--- src/rtl/aes_enc_req_arbiter.sv ---
`default_nettype none
// ============================================================================
// Module   : aes_enc_req_arbiter
// Function : Round-robin sequencer sharing one AES-256 encrypt core among
//            NUM_REQ requesters, with a watchdog that resets a hung core.
// Revision : 1.0
// ============================================================================
module aes_enc_req_arbiter #(
    parameter int NUM_REQ = 2,
    parameter int TIMEOUT = 1023,
    parameter int CNT_W   = 10
) (
    input  logic                     clk,
    input  logic                     reset,
    input  logic [NUM_REQ-1:0]       req_valid,
    input  logic [NUM_REQ*128-1:0]   req_data,
    output logic [NUM_REQ-1:0]       req_ready,
    output logic [NUM_REQ-1:0]       rsp_valid,
    output logic                     rsp_err,
    output logic [127:0]             rsp_data,
    input  logic [NUM_REQ-1:0]       rsp_ready,
    output logic [127:0]             core_dataIn,
    output logic                     core_start,
    input  logic                     core_done,
    input  logic [127:0]             core_dataOut,
    output logic                     core_rst_n,
    output logic                     busy
);
    localparam int                 PTR_W     = (NUM_REQ > 1) ? $clog2(NUM_REQ) : 1;
    localparam logic [PTR_W:0]     c_NUM_REQ = (PTR_W+1)'(NUM_REQ);
    localparam logic [CNT_W-1:0]   c_TIMEOUT = CNT_W'(TIMEOUT);

    typedef enum logic [2:0] {
        S_IDLE  = 3'd0,
        S_START = 3'd1,
        S_BUSY  = 3'd2,
        S_RESP  = 3'd3,
        S_GAP   = 3'd4
    } state_t;

    state_t             r_state;
    state_t             w_next;
    logic [PTR_W-1:0]   r_rr_ptr;
    logic [PTR_W-1:0]   r_owner;
    logic [127:0]       r_core_data;
    logic [127:0]       r_rsp_data;
    logic               r_rsp_err;
    logic [CNT_W-1:0]   r_wd;

    logic               w_hi_any;
    logic               w_lo_any;
    logic [PTR_W-1:0]   w_hi_sel;
    logic [PTR_W-1:0]   w_lo_sel;
    logic [PTR_W-1:0]   w_sel;
    logic [PTR_W:0]     w_inc;
    logic [127:0]       w_sel_data;
    logic [NUM_REQ-1:0] w_sel_oh;
    logic [NUM_REQ-1:0] w_owner_oh;
    logic               w_accept;
    logic               w_abort;

    // Lowest requester at or above the pointer wins; otherwise wrap to the lowest overall.
    always_comb begin
        w_hi_any   = 1'b0;
        w_lo_any   = 1'b0;
        w_hi_sel   = '0;
        w_lo_sel   = '0;
        w_sel_data = '0;
        w_sel_oh   = '0;
        w_owner_oh = '0;
        for (int k = NUM_REQ - 1; k >= 0; k--) begin
            if (req_valid[k]) begin
                w_lo_any = 1'b1;
                w_lo_sel = PTR_W'(k);
            end
            if (req_valid[k] && (PTR_W'(k) >= r_rr_ptr)) begin
                w_hi_any = 1'b1;
                w_hi_sel = PTR_W'(k);
            end
        end
        w_sel = w_hi_any ? w_hi_sel : w_lo_sel;
        w_inc = {1'b0, w_sel} + (PTR_W+1)'(1);
        if (w_inc >= c_NUM_REQ) begin
            w_inc = '0;
        end
        for (int k = 0; k < NUM_REQ; k++) begin
            if (w_sel == PTR_W'(k)) begin
                w_sel_data = req_data[k*128 +: 128];
            end
            w_sel_oh[k]   = (w_sel == PTR_W'(k));
            w_owner_oh[k] = (r_owner == PTR_W'(k));
        end
    end

    always_comb begin
        w_next   = r_state;
        w_accept = 1'b0;
        w_abort  = 1'b0;
        case (r_state)
            S_IDLE: begin
                if (w_lo_any) begin
                    w_accept = 1'b1;
                    w_next   = S_START;
                end
            end
            S_START: w_next = S_BUSY;
            S_BUSY: begin
                // A done arriving on the timeout cycle still counts as a good result.
                if (core_done) begin
                    w_next = S_RESP;
                end else if (r_wd == c_TIMEOUT) begin
                    w_abort = 1'b1;
                    w_next  = S_RESP;
                end
            end
            S_RESP: begin
                if (|(rsp_ready & w_owner_oh)) begin
                    w_next = S_GAP;
                end
            end
            S_GAP:   w_next = S_IDLE;
            default: w_next = S_IDLE;
        endcase
    end

    always_ff @(posedge clk or posedge reset) begin
        if (reset) begin
            r_state     <= S_IDLE;
            r_rr_ptr    <= '0;
            r_owner     <= '0;
            r_core_data <= '0;
            r_rsp_data  <= '0;
            r_rsp_err   <= 1'b0;
            r_wd        <= '0;
        end else begin
            r_state <= w_next;
            if (w_accept) begin
                r_core_data <= w_sel_data;
                r_owner     <= w_sel;
                r_rr_ptr    <= w_inc[PTR_W-1:0];
            end
            if (r_state == S_START) begin
                r_wd <= '0;
            end else if (r_state == S_BUSY) begin
                r_wd <= r_wd + CNT_W'(1);
            end
            if ((r_state == S_BUSY) && core_done) begin
                r_rsp_data <= core_dataOut;
                r_rsp_err  <= 1'b0;
            end else if (w_abort) begin
                r_rsp_data <= '0;
                r_rsp_err  <= 1'b1;
            end
        end
    end

    assign req_ready   = w_accept ? w_sel_oh : '0;
    assign rsp_valid   = (r_state == S_RESP) ? w_owner_oh : '0;
    assign rsp_data    = r_rsp_data;
    assign rsp_err     = r_rsp_err;
    assign core_dataIn = r_core_data;
    assign core_start  = (r_state == S_START);
    assign core_rst_n  = ~w_abort;
    assign busy        = (r_state != S_IDLE);

endmodule
`default_nettype wire
--- config.mk ---
export PLATFORM = sky130hd
export DESIGN_NAME = aes_enc_req_arbiter
export DESIGN_NICKNAME = d
export VERILOG_FILES = /design/src/rtl/aes_enc_req_arbiter.sv
export SDC_FILE = /design/constraint.sdc
export NUM_CORES = 1
export LEC_CHECK = 0
export BUFFER_PORTS_ARGS = -buffer_cell sky130_fd_sc_hd__buf_2
export CORE_AREA = 2 2 252 254
export CTS_CLUSTER_SIZE = 28
export DETAILED_ROUTE_END_ITERATION = 12
export DIE_AREA = 0 0 254 256
export PLACE_DENSITY_LB_ADDON = 0.15
export SLEW_MARGIN = 20
export SYNTH_ARGS = -nofsm -noshare
export SYNTH_HDL_FRONTEND = slang
export SYNTH_SLANG_ARGS = --single-unit
--- constraint.sdc ---
create_clock -name clk -period 12.4 [get_ports clk]
set_input_delay 1.24 -clock clk [delete_from_list [all_inputs] [get_ports clk]]
set_output_delay 1.24 -clock clk [all_outputs]
set_load 0.01 [all_outputs]
* Word level (Yosys, flattened, before mapping) *
Index checks and enable logic that the tools add are counted.

storage, ports and cells
  bits in registers = 272
  output and inout port bits = 264
  word-level logic and storage cells = 59

cells by class
  add/sub/neg operators = 2
  order comparisons = 3
  equality and inequality tests = 7
  mux-type cells = 27
  bitwise operators = 4
  reduce and logical (&&, ||, !) cells = 9

operator list
  operator                                                  number
  2-to-1 mux 128 bit                                        3
  2-to-1 mux 10 bit                                         2
  2-to-1 mux 1 bit                                          15
  2-to-1 mux 3 bit                                          4
  one-hot mux 3 bit (4 select lines)                        1
  adder 10 x 1 -> 10 bit, second input constant             1
  == test 10 bit, second input constant                     1
  == test 3 x 2 -> 1 bit, second input constant             2
  2-to-1 mux 2 bit                                          2
  != test 2 bit, second input constant                      2
  nonzero test 2 bit                                        2
  == test 3 x 1 -> 1 bit, second input constant             1
  logical AND 1 bit                                         3
  zero test 3 bit                                           1
  != test 3 bit, second input constant                      1
  inverter 1 bit                                            3
  AND reduction 3 bit                                       1
  nonzero test 3 bit                                        1
  adder 1 x 1 -> 2 bit, second input constant               1
  AND 2 bit                                                 1
  greater-or-equal comparator 1 bit, first input constant   2
  greater-or-equal comparator 2 bit, second input constant  1
  OR reduction 2 bit                                        1

* Logic depth before layout (Yosys ltp) *
Gate-level depths: netlist of run 1.

  depth in word-level cells = 8
  gate-level depth with buffers = 6
  gate-level depth less buffers = 4

* Worst setup path after synthesis of run 1 *
No wires, ideal clock.

  kind = input-to-output
  start = input req_valid[0]
  end = output req_ready[1]
  arrival = 1.745 ns
  required time = 11.160 ns
  slack = 9.415 ns
  cell stages on the path = 4
  cells stage by stage = nand2b_1 and3_1 clkbuf_1 buf_2

on the way
  cells in the longest elaborated chain, start to end = 4
  elaborated cells between the ends (all ways) = 9
  classes of those cells = mux (8); reduce/logical (1)

RTL lines
  element                                                line     source
  from (decl)                                            15       input logic [NUM_REQ-1:0] req_valid,
  2-to-1 mux 1 bit or logical AND 1 bit (tied branches)  72, 76
  2-to-1 mux 1 bit (on tied branches)                    101, 76
  2-to-1 mux 1 bit (on tied branches)                    99, 81
  2-to-1 mux 2 bit (*)                                   157      assign req_ready = w_accept ? w_sel_oh : '0;
  to (decl)                                              17       output logic [NUM_REQ-1:0] req_ready,

Every way passes the cells marked *; elsewhere a longest branch is shown, timed or not.

* Worst setup path after layout of run 1 *
  start = register r_state[0]
  end = output req_ready[1]

on the way
  cells in the longest elaborated chain, start to end = 3

RTL lines
  element                 line  source
  from (decl)             41    state_t r_state;
  from (signal assigned)  136   r_state <= w_next;
  zero test 3 bit         99    case (r_state)
  2-to-1 mux 1 bit        99
  2-to-1 mux 2 bit        157

Every way passes these cells.

==> summary.txt, run 1 <==
Synthesis
  • Syn_nets: 1492
  • Main flop type after synthesis: dfrtp_1
  • Area fraction of the dominant cell type after synthesis: 58.5%
  • Seq/Total Area, Yosys: 58.5%
  • Synth Register Bits: 272
  • Synth unique cells: 40
  • Top area cells in the synthesized netlist: dfrtp_1, a221o_1, nand2_1, a21boi_0, o21ai_1
  • Asr flop ratio synth: 100%
  • Syn. warnings: 0
  • Leading area contributor after synthesis: dfrtp_1
  • Mapped Cells: 1100
  • Syn Area/Cell: 10.6 um2
  • Mapped Area: 0.0116 mm2
  • EDFF count, synth: 0

GRT
  • First-pass GRT wire length: 71.5 mm
  • Global route overflow: 0
  • Largest net degree at the start of global routing: 98
  • Vias in the first global route: 11613
  • Antenna violations before repair: 16
  • Gr usage total: 14.1%

Clocking
  • Post_cts resized: 0
  • CTS buffer count: 36
  • CTS H-Tree Depth: 2
  • CTS tree: built
  • Clk root buf: clkbuf_16
  • Max Root-Sink Buffers: 3
  • Clock-pin slew on the worst setup and hold paths: 0.06 ns
  • Worst skew pair latency: 0.53 ns
  • CTS Sinks: 272
  • Hold buffer count at CTS: 0
  • Post-CTS setup repair buffer count: 0

Timing
  • Max Transition Viols Final: 0
  • Period minus WS final: 4.06 ns
  • Crit share post-route: 32.8%
  • Final Setup Violations: 0
  • Worst Tran Pin Value: 1.00 ns
  • Hold Vio Cnt, Final: 0
  • Max Clock Skew: 0.00684 ns
  • Unrepaired setup endpoints after global routing: false
  • Worst relative slew slack: 33.1%
  • F_max: 246 MHz
  • Final TNS setup: 0 ns

Floorplanning
  • Die footprint: 0.0650 mm2
  • Die Width: 254 um
  • Placeable Area: 0.0624 mm2
  • Die H: 256 um
  • Initial core utilization: 18.7%
  • Std-Cell Rows: 92
  • IO Pins: 655

Cells and area
  • Most common cell after layout, fill and taps aside: buf_2
  • Most frequent cells in the layout: buf_2, dfrtp_1, nand2_1
  • Synth-to-Final Area Change: 44.7%
  • Final #Nets: 2092
  • Share of cells above drive strength 1: 42.3%
  • Area of the multi-input gates: 0.00439 mm2
  • Filler cells: 6814
  • Final Core Density: 27.0%
  • Register Area: 0.00681 mm2

Setup path
  • Critical Path Max Stage Delay: 0.75 ns
  • CP Max Fanout: 56
  • Worst Setup Start Kind: flip-flop
  • Worst path required time: 11.16 ns
  • CP Class: flip-flop to primary output
  • Critical path arrival: 2.82 ns
  • Family with the most delay on the worst path: simple AND/OR/NAND/NOR gates
  • CP max stage cell: and3_4
  • Crit-path cells: nor3_4 > buf_4 > and3_4 > buf_2
  • Crit end category: primary output
  • Buf/Inv on CP: 2

Flow run
  • Maxcap violations: 0

Route
  • Wire per inst: 18.5 um
  • DRC Markers: 0
  • DR vias: 11121
  • Initial DRT Pass Iterations: 5
  • Starting DRC count in detailed routing: 627
  • DR vias/cell: 4.32
  • Post-DRT Antenna Nets: 0
  • Final wirelength: 47.5 mm

Power and ir drop
  • Pwr dens: 251 mW/mm2
  • Leak: 8.32 nW
  • Worst IR Drop VDD: 0.0917 mV

Placement
  • Buffers on Ports: 654
  • GP Congestion: 0.797
  • HPWL Detailed: 32.5 mm

Hold path
  • Worst Hold Class: flip-flop to flip-flop

Outcome
  • Outcome: completed
==> final timing paths <==
path	start	end	slack [ns]	cells past startpoint
setup / recovery	r_state[0]	req_ready[1]	8.34	4
hold / removal	rsp_data[59]	rsp_data[59]	0.51	2
setup reg to reg	r_state[0]	core_dataIn[11]	9.08	5
hold reg to reg	rsp_data[59]	rsp_data[59]	0.51	2
max in group asynchronous	reset	core_dataIn[68]	9.36	4
min in group asynchronous	reset	rsp_data[32]	0.78	2
==> routing by layer <==
layer	routed length [um]	global-route usage, %	up-vias	share of wire, %
met2	23500	24.1	450	49
li1	-	-	5187	-
met1	18400	16.2	5380	39
met5	113	0	-	0.24
met4	1100	4.22	18	2.3
met3	4390	5.21	86	9.2
==> metrics by stage <==
stage / cells / power (W) / area (um2) / hold WS (ns) / setup WS (ns)
finish: 2576 / 0.00423 / 16800 / 0.509 / 8.34
global route: 2573 / 0.00455 / 16800 / 0.529 / 8.18
CTS: 2567 / 0.00431 / 16800 / 0.514 / 8.29
detailed placement: 2507 / 0.00325 / 15700 / 0.506 / 8.62
global placement: 2507 / 0.00324 / 15700 / 0.497 / 8.64
floorplan: 1100 / 0.00248 / 11600 / 0.464 / 3.66
==> cells by family after synthesis <==
family / synth area share [%]
flops: 58.5
simple gates: 10.7
fa+ha+maj: 0.107
compound gates: 26.3
mux: 0.258
buf+inv: 4.21
==> worst register-to-register path: stages (launching register included) <==
cell and delay (ns):
dfrtp_1 0.64, nor3_4 0.22, buf_4 0.41, and3_4 0.77, buf_4 0.79, a221o_1 0.43
==> synth_stat cells (all sizes together), types with 2 or more instances <==
| cell type | number |
|---|---|
| or3b | 2 |
| buf | 64 |
| or4 | 2 |
| nor2 | 6 |
| a21o | 2 |
| nor2b | 2 |
| o311ai | 3 |
| a22o | 2 |
| dfrtp | 272 |
| a221o | 128 |
| clkbuf | 41 |
| nand4 | 2 |
| inv | 6 |
| and4 | 3 |
| nand3 | 5 |
| and3 | 4 |
| a21boi | 128 |
| mux2i | 3 |
| o211ai | 3 |
| nor4 | 2 |
| o21ai | 134 |
| nand2b | 4 |
| o22ai | 2 |
| nand2 | 265 |
| a21oi | 2 |
| nor3 | 3 |
==> report_power, final <==
group,internal (W),leakage [nW],switching (W)
logic,0.000728,4.34,0.000957
clock network,0.000619,0.570,0.000403
registers,0.00129,3.41,0.000232
==> state kept, by name, indices dropped and copies added, names as in the netlist <==
register	flops
r_wd	10
rsp_err	1
r_state	3
rsp_data	128
r_rr_ptr	1
core_dataIn	128
r_owner	1
==> final cells by class <==
| class | count | share of cell area [%] |
|---|---|---|
| clock inverter | 11 | 0.624 |
| sequential | 272 | 40.4 |
| tap | 846 | 6.29 |
| timing repair buffer | 667 | 20.1 |
| inverter | 6 | 0.178 |
| antenna | 8 | 0.119 |
| clock buffer | 49 | 6.12 |
| multi-input combinational | 717 | 26.1 |
Note: power is estimated with default switching activity, not from simulation.
==> run 2: changes to the inputs <==
- clock period: 12.4 -> 3.75 ns (I/O delays scaled with it)
==> summary.txt, run 2 (synthesis results as in run 1) <==
Outcome
  • Outcome: completed

Setup path
  • Worst path required time: 3.38 ns
  • CP Class: flip-flop to primary output
  • Critical Path Max Stage Delay: 0.63 ns
  • Critical path arrival: 2.36 ns
  • Worst Setup Start Kind: flip-flop
  • CP Max Fanout: 44
  • Crit-path cells: nor3_4 > and3_4 > buf_2
  • CP max stage cell: dfrtp_1
  • Crit end category: primary output

Power and ir drop
  • Flop pwr share: 35.8%
  • Comb pwr share: 40.3%
  • Int Pwr: 0.00872 W
  • Leak: 8.37 nW
  • Pwr dens: 826 mW/mm2
  • Switching part of the total: 37.9%
  • Worst IR Drop VDD: 0.454 mV
  • Clock network fraction of design power: 23.8%
  • NetSw: 0.00531 W

Timing
  • Max Transition Viols Final: 0
  • Max Clock Skew: 0.0109 ns
  • Worst Tran Pin Value: 0.978 ns
  • Crit share post-route: 72.9%
  • F_max: 366 MHz
  • Hold Vio Cnt, Final: 0
  • Worst relative slew slack: 34.8%
  • Unrepaired setup endpoints after global routing: false
  • Period minus WS final: 2.73 ns
  • Final TNS setup: 0 ns
  • Final Setup Violations: 0

Clocking
  • Clock-pin slew on the worst setup and hold paths: 0.06 ns
  • Worst skew pair latency: 0.53 ns
  • Post_cts resized: 0
  • Post-CTS setup repair buffer count: 0
  • CTS Sinks: 272
  • CTS buffer count: 36
  • Max Root-Sink Buffers: 3
  • Hold buffer count at CTS: 2
  • Clk root buf: clkbuf_16
  • CTS tree: built
  • CTS H-Tree Depth: 2

Floorplanning
  • IO Pins: 655
  • Placeable Area: 0.0624 mm2
  • Std-Cell Rows: 92
  • Die footprint: 0.0650 mm2
  • Die Width: 254 um
  • Initial core utilization: 18.7%
  • Die H: 256 um

Placement
  • GP Congestion: 0.805
  • Cells after DPL: 2515
  • Placed Area: 0.0158 mm2
  • HPWL Detailed: 34.8 mm
  • Buffers on Ports: 654

Route
  • Wire per inst: 18.9 um
  • DR vias/cell: 4.34
  • DRC Markers: 0
  • Post-DRT Antenna Nets: 0
  • DR vias: 11226
  • Starting DRC count in detailed routing: 646
  • Initial DRT Pass Iterations: 4
  • Final wirelength: 48.9 mm

GRT
  • Global route overflow: 0
  • Gr usage total: 14.4%
  • First-pass GRT wire length: 72.5 mm
  • Antenna violations before repair: 14
  • Largest net degree at the start of global routing: 131
  • Vias in the first global route: 11687

Cells and area
  • Filler cells: 6794
  • Synth-to-Final Area Change: 46.1%
  • Finished Layout Cells: 2588
  • Finished Cell Area: 0.0170 mm2
  • Final #Nets: 2101
  • Share of cells above drive strength 1: 42.4%
  • Most frequent cells in the layout: buf_2, dfrtp_1, nand2_1
  • Most common cell after layout, fill and taps aside: buf_2

Hold path
  • Worst Hold Class: primary input to flip-flop

Flow run
  • Maxcap violations: 0
==> run 2: critical path: cells and delay by family, from the launching register on <==
family                 cells  cell delay [ns]
flip-flops                 1             0.63
buffers and inverters      1             0.24
AND/OR/NAND/NOR            2             0.94
==> run 2: area by class of cell <==
type / instances / area (um2) / area share, %
Antenna cell: 12 / 30.0 / 0.177
Inverter: 6 / 26.3 / 0.155
Timing Repair Buffer: 676 / 3570 / 21.0
Multi-Input combinational cell: 717 / 4390 / 25.8
Sequential cell: 272 / 6810 / 40.0
Clock buffer: 54 / 1090 / 6.41
Tap cell: 846 / 1060 / 6.23
Clock inverter: 5 / 30.0 / 0.177
==> run 2: final timing paths <==
kind | from | endpoint | slack (ns) | cells after the start
setup reg to reg | r_state[0] | core_dataIn[51] | 1.31 | 4
hold / removal | core_dataOut[45] | rsp_data[45] | 0.05 | 3
min in group asynchronous | reset | rsp_data[86] | 0.54 | 3
setup / recovery | r_state[0] | req_ready[1] | 1.02 | 3
max in group asynchronous | reset | core_dataIn[67] | 2.34 | 4
hold reg to reg | r_rr_ptr | r_rr_ptr | 0.50 | 1
==> run 2: metrics by stage <==
stage                     power (W)  util (%)  hold WS (ns)  setup slack [ns]
final                        0.0140      27.3        0.0518              1.02
after global routing         0.0151      27.3        0.0282             0.857
after CTS                    0.0143      27.2       0.00444             0.970
after detailed placement     0.0108      25.4         0.487              1.33
after global placement       0.0108      25.4         0.480              1.36
after floorplan             0.00822         -         0.464            -0.220
==> run 2: per-layer routing <==
metal	share of wire, %	wire length, um	up-vias	global-route usage [%]
met5	0.043	21	-	0
met4	2.5	1220	4	5.31
met3	7.8	3800	75	4.24
met2	50	24200	446	24.6
met1	40	19700	5502	16.9
li1	-	-	5199	-
==> run 2: power by group through the flow <==
stage	logic (W)	clock network, W	registers (W)
final	0.00566	0.00334	0.00503
after global routing	0.00625	0.00361	0.00521
after CTS	0.00577	0.00350	0.00504
after floorplan	0.00266	0	0.00556
after detailed placement	0.00579	0	0.00504
after global placement	0.00574	0	0.00505
